### src/rtl/debug_module_sysinfo_pkg.sv
// Shared definitions for the system-information debug slave: register
// offsets, CONTROL bit positions and the CONTROL readback helper.
package debug_module_sysinfo_pkg;

    localparam int unsigned ADDR_W = 3;
    localparam int unsigned DATA_W = 32;

    // Word offsets of the Avalon-MM register map
    typedef enum logic [2:0] {
        REG_ID             = 3'd0,
        REG_TIMESTAMP      = 3'd1,
        REG_UPTIME_LO      = 3'd2,
        REG_UPTIME_HI_SNAP = 3'd3,
        REG_CTX_COUNT      = 3'd4,
        REG_SCRATCH        = 3'd5,
        REG_CONTROL        = 3'd6,
        REG_RESERVED       = 3'd7
    } reg_addr_e;

    // CONTROL bit positions
    localparam int unsigned CTRL_CLEAR_BIT  = 0;
    localparam int unsigned CTRL_FREEZE_BIT = 1;

    // CONTROL as seen by a reader: clear is a self-clearing strobe and always
    // reads 0, only freeze is stored, all upper bits read 0.
    function automatic logic [DATA_W-1:0] control_readback(input logic freeze);
        logic [DATA_W-1:0] value;
        value                  = 32'd0;
        value[CTRL_FREEZE_BIT] = freeze;
        return value;
    endfunction

endpackage

### src/rtl/debug_module_sysinfo_counter.sv
// Generic up-counter with enable, synchronous clear and selectable
// saturate/wrap behaviour at the all-ones value. Clear dominates enable.
module debug_module_sysinfo_counter #(
    parameter int unsigned WIDTH    = 32,
    parameter bit          SATURATE = 1'b0
) (
    input  logic             clk_i,
    input  logic             rst_ni,
    input  logic             clr_i,
    input  logic             en_i,
    output logic [WIDTH-1:0] count_o
);

    localparam logic [WIDTH-1:0] CNT_ZERO = {WIDTH{1'b0}};
    localparam logic [WIDTH-1:0] CNT_ONE  = {{(WIDTH-1){1'b0}}, 1'b1};
    localparam logic [WIDTH-1:0] CNT_MAX  = {WIDTH{1'b1}};

    logic [WIDTH-1:0] count_d;
    logic [WIDTH-1:0] count_q;

    // Next-count selection: clear first, then enabled increment (held at max when saturating)
    always_comb begin
        count_d = count_q;
        if (clr_i) begin
            count_d = CNT_ZERO;
        end else if (en_i) begin
            if (SATURATE && (count_q == CNT_MAX)) begin
                count_d = count_q;
            end else begin
                count_d = count_q + CNT_ONE;
            end
        end else begin
            count_d = count_q;
        end
    end

    // Count register with asynchronous reset to zero
    always_ff @(posedge clk_i or negedge rst_ni) begin
        if (!rst_ni) begin
            count_q <= CNT_ZERO;
        end else begin
            count_q <= count_d;
        end
    end

    assign count_o = count_q;

endmodule

### src/rtl/debug_module_sysinfo.sv
// System-information Avalon-MM slave: fixed ID and build timestamp, a
// free-running uptime counter with a coherent high-word snapshot, an OS
// context-switch counter, a scratch register and a CONTROL register with
// clear and freeze bits. Reads have a fixed latency of one cycle.
module debug_module_sysinfo
    import debug_module_sysinfo_pkg::*;
#(
    parameter logic [31:0] SYSID_ID        = 32'h63B4_5A2E,
    parameter logic [31:0] SYSID_TIMESTAMP = 32'h0000_0000,
    parameter int unsigned UPTIME_W        = 48,
    parameter int unsigned CTX_SAT         = 1
) (
    input  logic        clock,
    input  logic        reset_n,
    input  logic [2:0]  address,
    input  logic        read,
    input  logic        write,
    input  logic [31:0] writedata,
    output logic [31:0] readdata,
    output logic        readdatavalid,
    input  logic        ctx_switch
);

    // Decoded bus strobes; a write that collides with a read is dropped
    logic                wr_en_s;
    logic                clear_s;
    logic                uptime_en_s;

    // Counter outputs
    logic [UPTIME_W-1:0] uptime_s;
    logic [31:0]         ctx_count_s;
    logic [31:0]         hi_ext_s;

    // Architectural state
    logic [31:0]         readdata_d;
    logic [31:0]         readdata_q;
    logic                readdatavalid_d;
    logic                readdatavalid_q;
    logic [31:0]         snap_d;
    logic [31:0]         snap_q;
    logic [31:0]         scratch_d;
    logic [31:0]         scratch_q;
    logic                freeze_d;
    logic                freeze_q;

    assign wr_en_s     = write & ~read;
    assign clear_s     = wr_en_s & (address == REG_CONTROL) & writedata[CTRL_CLEAR_BIT];
    assign uptime_en_s = ~freeze_q;

    // Uptime counter: always wraps, stopped while frozen, zeroed by CONTROL.clear
    debug_module_sysinfo_counter #(
        .WIDTH    (UPTIME_W),
        .SATURATE (1'b0)
    ) u_uptime (
        .clk_i   (clock),
        .rst_ni  (reset_n),
        .clr_i   (clear_s),
        .en_i    (uptime_en_s),
        .count_o (uptime_s)
    );

    // Context-switch counter: clear beats a coincident ctx_switch pulse
    debug_module_sysinfo_counter #(
        .WIDTH    (32),
        .SATURATE (CTX_SAT != 32'd0)
    ) u_ctx (
        .clk_i   (clock),
        .rst_ni  (reset_n),
        .clr_i   (clear_s),
        .en_i    (ctx_switch),
        .count_o (ctx_count_s)
    );

    // Zero-extend the upper uptime bits to a full bus word
    always_comb begin
        hi_ext_s                 = 32'd0;
        hi_ext_s[UPTIME_W-33:0]  = uptime_s[UPTIME_W-1:32];
    end

    // Write decode for SCRATCH and CONTROL.freeze
    always_comb begin
        scratch_d = scratch_q;
        freeze_d  = freeze_q;
        if (wr_en_s) begin
            case (reg_addr_e'(address))
                REG_SCRATCH: scratch_d = writedata;
                REG_CONTROL: freeze_d  = writedata[CTRL_FREEZE_BIT];
                default: begin
                    scratch_d = scratch_q;
                    freeze_d  = freeze_q;
                end
            endcase
        end else begin
            scratch_d = scratch_q;
            freeze_d  = freeze_q;
        end
    end

    // High-word snapshot: captured by a UPTIME_LO read, zeroed by clear
    always_comb begin
        snap_d = snap_q;
        if (clear_s) begin
            snap_d = 32'd0;
        end else if (read && (address == REG_UPTIME_LO)) begin
            snap_d = hi_ext_s;
        end else begin
            snap_d = snap_q;
        end
    end

    // Read mux: sampled from current (pre-update) state; readdata holds when idle
    always_comb begin
        readdata_d      = readdata_q;
        readdatavalid_d = read;
        if (read) begin
            case (reg_addr_e'(address))
                REG_ID:             readdata_d = SYSID_ID;
                REG_TIMESTAMP:      readdata_d = SYSID_TIMESTAMP;
                REG_UPTIME_LO:      readdata_d = uptime_s[31:0];
                REG_UPTIME_HI_SNAP: readdata_d = snap_q;
                REG_CTX_COUNT:      readdata_d = ctx_count_s;
                REG_SCRATCH:        readdata_d = scratch_q;
                REG_CONTROL:        readdata_d = control_readback(freeze_q);
                REG_RESERVED:       readdata_d = 32'd0;
                default:            readdata_d = 32'd0;
            endcase
        end else begin
            readdata_d = readdata_q;
        end
    end

    // State and response registers; reset drops any pending read response
    always_ff @(posedge clock or negedge reset_n) begin
        if (!reset_n) begin
            readdata_q      <= 32'd0;
            readdatavalid_q <= 1'b0;
            snap_q          <= 32'd0;
            scratch_q       <= 32'd0;
            freeze_q        <= 1'b0;
        end else begin
            readdata_q      <= readdata_d;
            readdatavalid_q <= readdatavalid_d;
            snap_q          <= snap_d;
            scratch_q       <= scratch_d;
            freeze_q        <= freeze_d;
        end
    end

    assign readdata      = readdata_q;
    assign readdatavalid = readdatavalid_q;

endmodule
### config.mk
export PLATFORM = sky130hd
export DESIGN_NAME = debug_module_sysinfo
export DESIGN_NICKNAME = d
export VERILOG_FILES = /design/src/rtl/debug_module_sysinfo_pkg.sv /design/src/rtl/debug_module_sysinfo_counter.sv /design/src/rtl/debug_module_sysinfo.sv
export SDC_FILE = /design/constraint.sdc
export NUM_CORES = 1
export LEC_CHECK = 0
export ABC_CLOCK_PERIOD_IN_PS = 6600
export CORE_AREA = 2 2 128 130
export CTS_BUF_LIST = sky130_fd_sc_hd__clkbuf_16
export CTS_CLUSTER_DIAMETER = 150
export DETAILED_ROUTE_END_ITERATION = 16
export DIE_AREA = 0 0 130 132
export PLACE_DENSITY = 0.75
export SLEW_MARGIN = 15
export SYNTH_ARGS = -nofsm -noshare
export SYNTH_HDL_FRONTEND = slang
export SYNTH_HIERARCHICAL = 1
export SYNTH_SLANG_ARGS = --single-unit
### constraint.sdc
create_clock -name clock -period 6.6 [get_ports clock]
set_clock_uncertainty 0.05 [all_clocks]
set_input_delay 0.99 -clock clock [delete_from_list [all_inputs] [get_ports clock]]
set_output_delay 0.99 -clock clock [all_outputs]
set_load 0.005 [all_outputs]
==> reports/results.txt, run 1 <==
Slew HR -> 35.0%
Post-Route Utilization -> 62.6%
Slowest cell on the critical path -> or4_1
Total wire length -> 20.5 mm
Clock power share -> 37.2%
Clock Latency Late Sink -> 0.42 ns
Internal Dissipation -> 1.88 mW
Leakage -> 4.02 nW
DR WL/cell -> 18.6 µm
First-pass GRT wire length -> 33.5 mm
Vias post-DR -> 6,576
Initial antenna violation count -> 0
Total routing usage reported by global routing -> 24.8%
Outcome -> completed
Post-synthesis cell type count -> 62
I/O Buffers -> 72
Fin area -> 0.00984 mm²
Htree depth -> 4
Hold Fails Final Rpt -> 0
Most used DFF post-synth -> dfrtp_1
Post-route ant nets -> 0
Netlist Area Pre-Place -> 0.00849 mm²
WHS Path Cells -> 1
Die width -> 130 µm
RSZ-0062 raised after global routing -> no
Setup bufs post-CTS -> 0
Sequential-to-total area share from yosys stat -> 47.8%
Slew Viols, Final -> 0
Mean number of vias per cell -> 5.96
Share of post-route cells with drive strength above 1 -> 11.6%
CORE AREA -> 0.0157 mm²
Row cnt -> 46
Worst endpoint data arrival time -> 4.58 ns
Largest net degree at the start of global routing -> 94
Total grt overflow -> 0
Setup violations, final -> 0
Sw frac -> 25.6%
Seq pwr share -> 47.9%
Largest fanout on the critical path -> 44
Sw Pwr -> 0.649 mW
CTS Buffer Depth -> 2
Fmax -> 231 MHz
Detailed Routing Iterations Pass 1 -> 5
Post-Synthesis Net Count -> 870
Worst-Margin Slew -> 0.975 ns
Max Cap Viol -> 0
Post-layout net count -> 918
Post-route minimum period -> 4.33 ns
Ys async rst share -> 100%
Post-Syn Instances -> 828
Detailed Place HPWL -> 14.0 mm
Worst Setup End Kind -> register
N_diodes -> 0
Fin worst setup slack -> 2.27 ns
Post-cts resize count -> 0
Fin crit share -> 65.5%
Setup TNS -> 0 ns
Reg clk slew, reported paths -> 0.06 ns
Worst hold-check path type -> register to register
Filler cells -> 1,266
Pwr per Cell Area -> 257 mW/mm²
Post-synth EDFFs -> 0
FF-to-FF path depth -> 6
Dpl ws -> 1.90 ns
Placement Cell Area -> 0.00928 mm²
CTS root buffer -> clkbuf_16
Post-route DRC -> 0
Yosys warning count -> 6
Die H -> 132 µm
Number of global-route vias before repair -> 6,462
Register bit total from synthesis -> 162
WP data required -> 6.85 ns
Critical path class -> input pin to register
Worst vdd ir -> 174 µV
Crit start category -> input pin
R2r setup slk -> 3.86 ns
Area growth syn-to-layout -> 16.0%
TritonCTS Buffers -> 17
Die Area -> 0.0172 mm²
CTS tree -> done
Cell Chain, Critical Path -> clkdlybuf4s50_1, buf_4, nor2b_1, and4_4, nor2_1, or4_1, or2_4, nor4_4, mux2_1
Gate power share -> 14.8%
CTS Sinks -> 162
I/O Pins -> 73
Final GP Congestion -> 0.892
Max incr delay on CP -> 0.78 ns
CTS Hold Bufs -> 0
Syn Area/Cell -> 10.2 µm²
Starting Density -> 54.0%
Iter 0 DRT Violations -> 550
[cell usage after synthesis, types with 5 or more instances]
cell | count | area [µm²]
dfrtp_1 | 162 | 4050
nor2_1 | 84 | 315
nand2_1 | 71 | 267
a21oi_1 | 42 | 210
xnor2_1 | 42 | 368
mux2_4 | 27 | 405
nand3_1 | 26 | 130
clkbuf_1 | 25 | 93.8
inv_1 | 23 | 86.3
o21ai_0 | 23 | 115
mux2i_1 | 22 | 220
mux2_2 | 21 | 236
nand4_1 | 21 | 131
nor4_1 | 21 | 131
buf_2 | 16 | 80.1
or3_1 | 15 | 93.8
nor3_1 | 14 | 70.1
or4_1 | 13 | 97.6
a221oi_1 | 11 | 96.3
a22oi_1 | 10 | 75.1
o221ai_1 | 10 | 87.6
nor2b_1 | 9 | 56.3
and3_1 | 8 | 50.1
and4_1 | 8 | 70.1
o21a_1 | 8 | 60.1
o2bb2ai_1 | 8 | 70.1
xor2_1 | 8 | 70.1
buf_4 | 7 | 52.6
nand2b_1 | 6 | 37.5
nand3b_1 | 6 | 45.0
buf_6 | 5 | 56.3
o31ai_1 | 5 | 37.5
[layout make-up]
class                           count  area [µm²]  area share [%]
Inverter                           24        90.1           0.915
Sequential cell                   162        4050            41.2
Clock inverter                     13         130            1.32
Multi-Input combinational cell    587        4070            41.4
Clock buffer                       17         425            4.32
Timing Repair Buffer               84         802            8.15
Tap cell                          216         270            2.75
[metrics by stage]
| stage | hold slack, ns | power, mW | std cells |
|---|---|---|---|
| 3_3_place_gp | 0.415 | 1.59 | 1073 |
| 6_report | 0.425 | 2.53 | 1103 |
| 4_1_cts | 0.431 | 2.55 | 1103 |
| 2_1_floorplan | 0.402 | 1.44 | 828 |
| 5_1_grt | 0.448 | 2.64 | 1103 |
| 3_5_place_dp | 0.417 | 1.60 | 1073 |
[worst max-delay path: cells and delay by family]
family,cells,cell delay (ns)
and+or+nand+nor,6,2.50
muxes,1,0.35
buffers and inverters,2,0.71
[power groups by stage]
stage          clock network, mW  registers (mW)  logic (mW)
3_3_place_gp                   0            1.23       0.366
3_5_place_dp                   0            1.23       0.375
2_1_floorplan                  0            1.19       0.241
5_1_grt                     1.00            1.23       0.410
4_1_cts                    0.961            1.21       0.377
6_report                   0.943            1.21       0.375
[routing by layer]
layer  GRT usage [%]  part of all wire (%)  up-vias
met1            35.2                    45     3235
li1                -                     -     3087
met3            5.56                   5.4       36
met2            38.4                    48      218
met4            6.93                   1.8        0
met5               0                     0        -
[cells in the final DEF, fill, tap and decap left out, drive strengths merged, types with 14 or more instances in the layout]
cell / count
nand2: 71
mux2i: 22
a21oi: 42
mux2: 52
nand4: 23
clkdlybuf4s50: 69
o21ai: 23
clkbuf: 17
xnor2: 42
inv: 27
nand3: 27
buf: 15
nor3: 14
nor4: 26
or3: 15
dfrtp: 162
nor2: 84
[worst paths after layout]
path,start,end
setup / recovery,address[1],u_uptime/count_o[39]$_DFFE_PN0P_
hold / removal,readdata[0]$_DFFE_PN0P_,readdata[0]$_DFFE_PN0P_
setup reg to reg,u_ctx/count_o[1]$_DFFE_PN0P_,u_ctx/count_o[7]$_DFFE_PN0P_
hold reg to reg,readdata[0]$_DFFE_PN0P_,readdata[0]$_DFFE_PN0P_
max in group asynchronous,reset_n,u_uptime/count_o[0]$_DFFE_PN0P_
min in group asynchronous,reset_n,scratch_q[25]$_DFFE_PN0P_
[registers in the layout, indices dropped and copies added, names as in the netlist]
| name | cells |
|---|---|
| scratch_q | 32 |
| u_uptime/count_o | 48 |
| freeze_q | 1 |
| readdatavalid | 1 |
| readdata | 32 |
| snap_q | 16 |
| u_ctx/count_o | 32 |
[cell families after synthesis]
kind of cell,synth area share (%)
AOI/OAI and AO/OA,11.2
and+or+nand+nor,20.4
adders and majority gates,0.295
muxes,10.7
buffers and inverters,4.48
xor gates and xnor gates,5.16
DFF,47.8
Note: power is estimated with default switching activity, not from simulation.
==> run 2: changes to the inputs <==
ABC_CLOCK_PERIOD_IN_PS = 4300   (was 6600)
clock period = 4.3 ns   (was 6.6 ns; I/O delays follow)
==> reports/results.txt, run 2 (synthesis gave the netlist of run 1 again) <==
Outcome -> completed
Area growth syn-to-layout -> 16.5%
Row cnt -> 46 (unchanged)
Fmax -> 301 MHz
Die Area -> 0.0172 mm² (unchanged)
Most frequent cells in the layout -> dfrtp_1 (162), nor2_1 (84), nand2_1 (71)
Share of post-route cells with drive strength above 1 -> 12.1% (+0.54 points)
Reg clk slew, reported paths -> 0.06 ns (about the same)
Post-cts resize count -> 0 (unchanged)
RSZ-0062 raised after global routing -> no
Mean number of vias per cell -> 6.05 (+1.4%)
Clock Latency Late Sink -> 0.43 ns (about the same)
Htree depth -> 4 (unchanged)
Seq pwr share -> 46.5% (-1.4 points)
Overall Power -> 4.01 mW (+58%)
CTS tree -> done
Max Cap Viol -> 0 (unchanged)
I/O Buffers -> 72 (unchanged)
FF-to-FF path depth -> 6 (unchanged)
Fin crit share -> 77.2%
Fin worst setup slack -> 0.979 ns (-1.29 ns)
Iter 0 DRT Violations -> 786 (+43%)
Worst-Margin Slew -> 1.15 ns (+0.177 ns)
Internal Dissipation -> 2.96 mW (+57%)
Top Layer Used -> met4
Worst vdd ir -> 307 µV (+76%)
Crit start category -> input pin
Sw Pwr -> 1.04 mW (+61%)
I/O Pins -> 73 (unchanged)
Post-layout net count -> 918 (unchanged)
Total wire length -> 21.3 mm (+3.8%)
Post-Route M1 WL -> 9.59 mm (+3.8%)
CTS Buffer Depth -> 2 (unchanged)
TritonCTS Buffers -> 17 (unchanged)
Setup bufs post-CTS -> 0 (unchanged)
Vias post-DR -> 6,683 (+1.6%)
Initial antenna violation count -> 0 (unchanged)
Largest net degree at the start of global routing -> 92 (-2.1%)
DR WL met2 -> 10.1 mm (+2.7%)
Dpl ws -> 0.607 ns (-1.30 ns)
Die width -> 130 µm (unchanged)
Starting Density -> 54.0% (unchanged)
Sw frac -> 26.1% (+0.41 points)
Post-route ant nets -> 0 (unchanged)
Final GP Congestion -> 0.891 (-0.11%)
Worst Setup End Kind -> register
Hold Fails Final Rpt -> 0 (unchanged)
CTS Sinks -> 162 (unchanged)
Number of global-route vias before repair -> 6,374 (-1.4%)
Post-route minimum period -> 3.32 ns
Setup violations, final -> 0 (unchanged)
Slew Viols, Final -> 0 (unchanged)
Total grt overflow -> 0 (unchanged)
Most common library cell in the layout ignoring fill and taps -> dfrtp_1
N_diodes -> 0 (unchanged)
Gate power share -> 14.7% (about the same)
Detailed Place HPWL -> 14.4 mm (+3.3%)
Detailed Routing Iterations Pass 1 -> 5 (unchanged)
Largest fanout on the critical path -> 12 (-73%)
Leakage -> 4.04 nW (+0.56%)
Post-route DRC -> 0 (unchanged)
CORE AREA -> 0.0157 mm² (unchanged)
Worst hold-check path type -> input pin to asynchronous set/reset pin
WP data required -> 4.56 ns (-2.29 ns)
Total routing usage reported by global routing -> 25.4% (+0.61 points)
Slew HR -> 22.7% (-12 points)
CTS Hold Bufs -> 0 (unchanged)
Worst endpoint data arrival time -> 3.58 ns (-1.00 ns)
DR WL/cell -> 19.3 µm (+3.6%)
Clock power share -> 38.8% (+1.6 points)
Critical path class -> input pin to register
Pwr per Cell Area -> 405 mW/mm² (+57%)
First-pass GRT wire length -> 34.0 mm (+1.6%)
CTS root buffer -> clkbuf_16
Number of flip-flops in the largest register -> 48 (unchanged)
Setup TNS -> 0 ns (unchanged)
Die H -> 132 µm (unchanged)
Met3 wire length -> 1.23 mm (+10%)
[run 2: cell types whose count changed in the layout (fill, tap and decap cells not counted)]
cell,previous run,this run
buf_12,0,1
buf_4,12,11
bufinv_16,3,4
clkinv_1,5,3
clkinv_2,2,4
clkinv_4,0,1
clkinvlp_4,0,1
inv_1,27,26
o31ai_2,0,1
o31ai_4,1,0
[run 2: power by group through the flow]
stage	sequential (mW)	combinational [mW]	clock, mW
after floorplan	1.83	0.370	0
after global placement	1.88	0.561	0
after detailed placement	1.88	0.579	0
after CTS	1.86	0.587	1.57
after global routing	1.89	0.638	1.63
final	1.86	0.587	1.55
[run 2: final timing paths]
path                                                    endpoint  slack (ns)                    startpoint
worst max-delay path            u_uptime/count_o[39]$_DFFE_PN0P_        0.98                    address[1]
worst min-delay path                   scratch_q[25]$_DFFE_PN0P_        0.24                       reset_n
min in group clock                       readdata[6]$_DFFE_PN0P_        0.43       readdata[6]$_DFFE_PN0P_
worst max register to register      u_ctx/count_o[7]$_DFFE_PN0P_        1.45  u_ctx/count_o[1]$_DFFE_PN0P_
worst min register to register           readdata[6]$_DFFE_PN0P_        0.43       readdata[6]$_DFFE_PN0P_
max in group asynchronous               readdata[13]$_DFFE_PN0P_        3.08                       reset_n
[run 2: per-stage QoR]
stage	std cells	hold slack, ns	utilization (%)	cell area (µm²)
finish	1105	0.237	62.9	9890
CTS	1105	0.270	62.9	9890
detailed placement	1073	0.419	59.1	9290
global route	1105	0.305	62.9	9890
global placement	1073	0.415	59.1	9290
floorplan	828	0.299	-	8490
[run 2: layer usage]
layer | vias up | global-route usage (%)
met5 | - | 0
met3 | 33 | 5.56
met1 | 3329 | 36.0
met4 | 0 | 9.08
met2 | 228 | 38.6
li1 | 3093 | -
[run 2: final cells by class]
| type | count | area (µm²) |
|---|---|---|
| fillers | 1262 | 5820 |
| multi-input cells | 587 | 4060 |
| flip-flops and latches | 162 | 4050 |
| repair buffers | 84 | 815 |
| clock buffers | 17 | 425 |
| well taps | 216 | 270 |
| clock inverters | 15 | 175 |
| inverters | 24 | 90.1 |
[run 2: worst max-delay path: stages]
cell,delay [ns]
clkdlybuf4s50_1,0.48
nor2b_1,0.32
and4_4,0.30
nor2_1,0.09
or4_1,0.78
or2_4,0.34
nor4_4,0.28
mux2_1,0.34
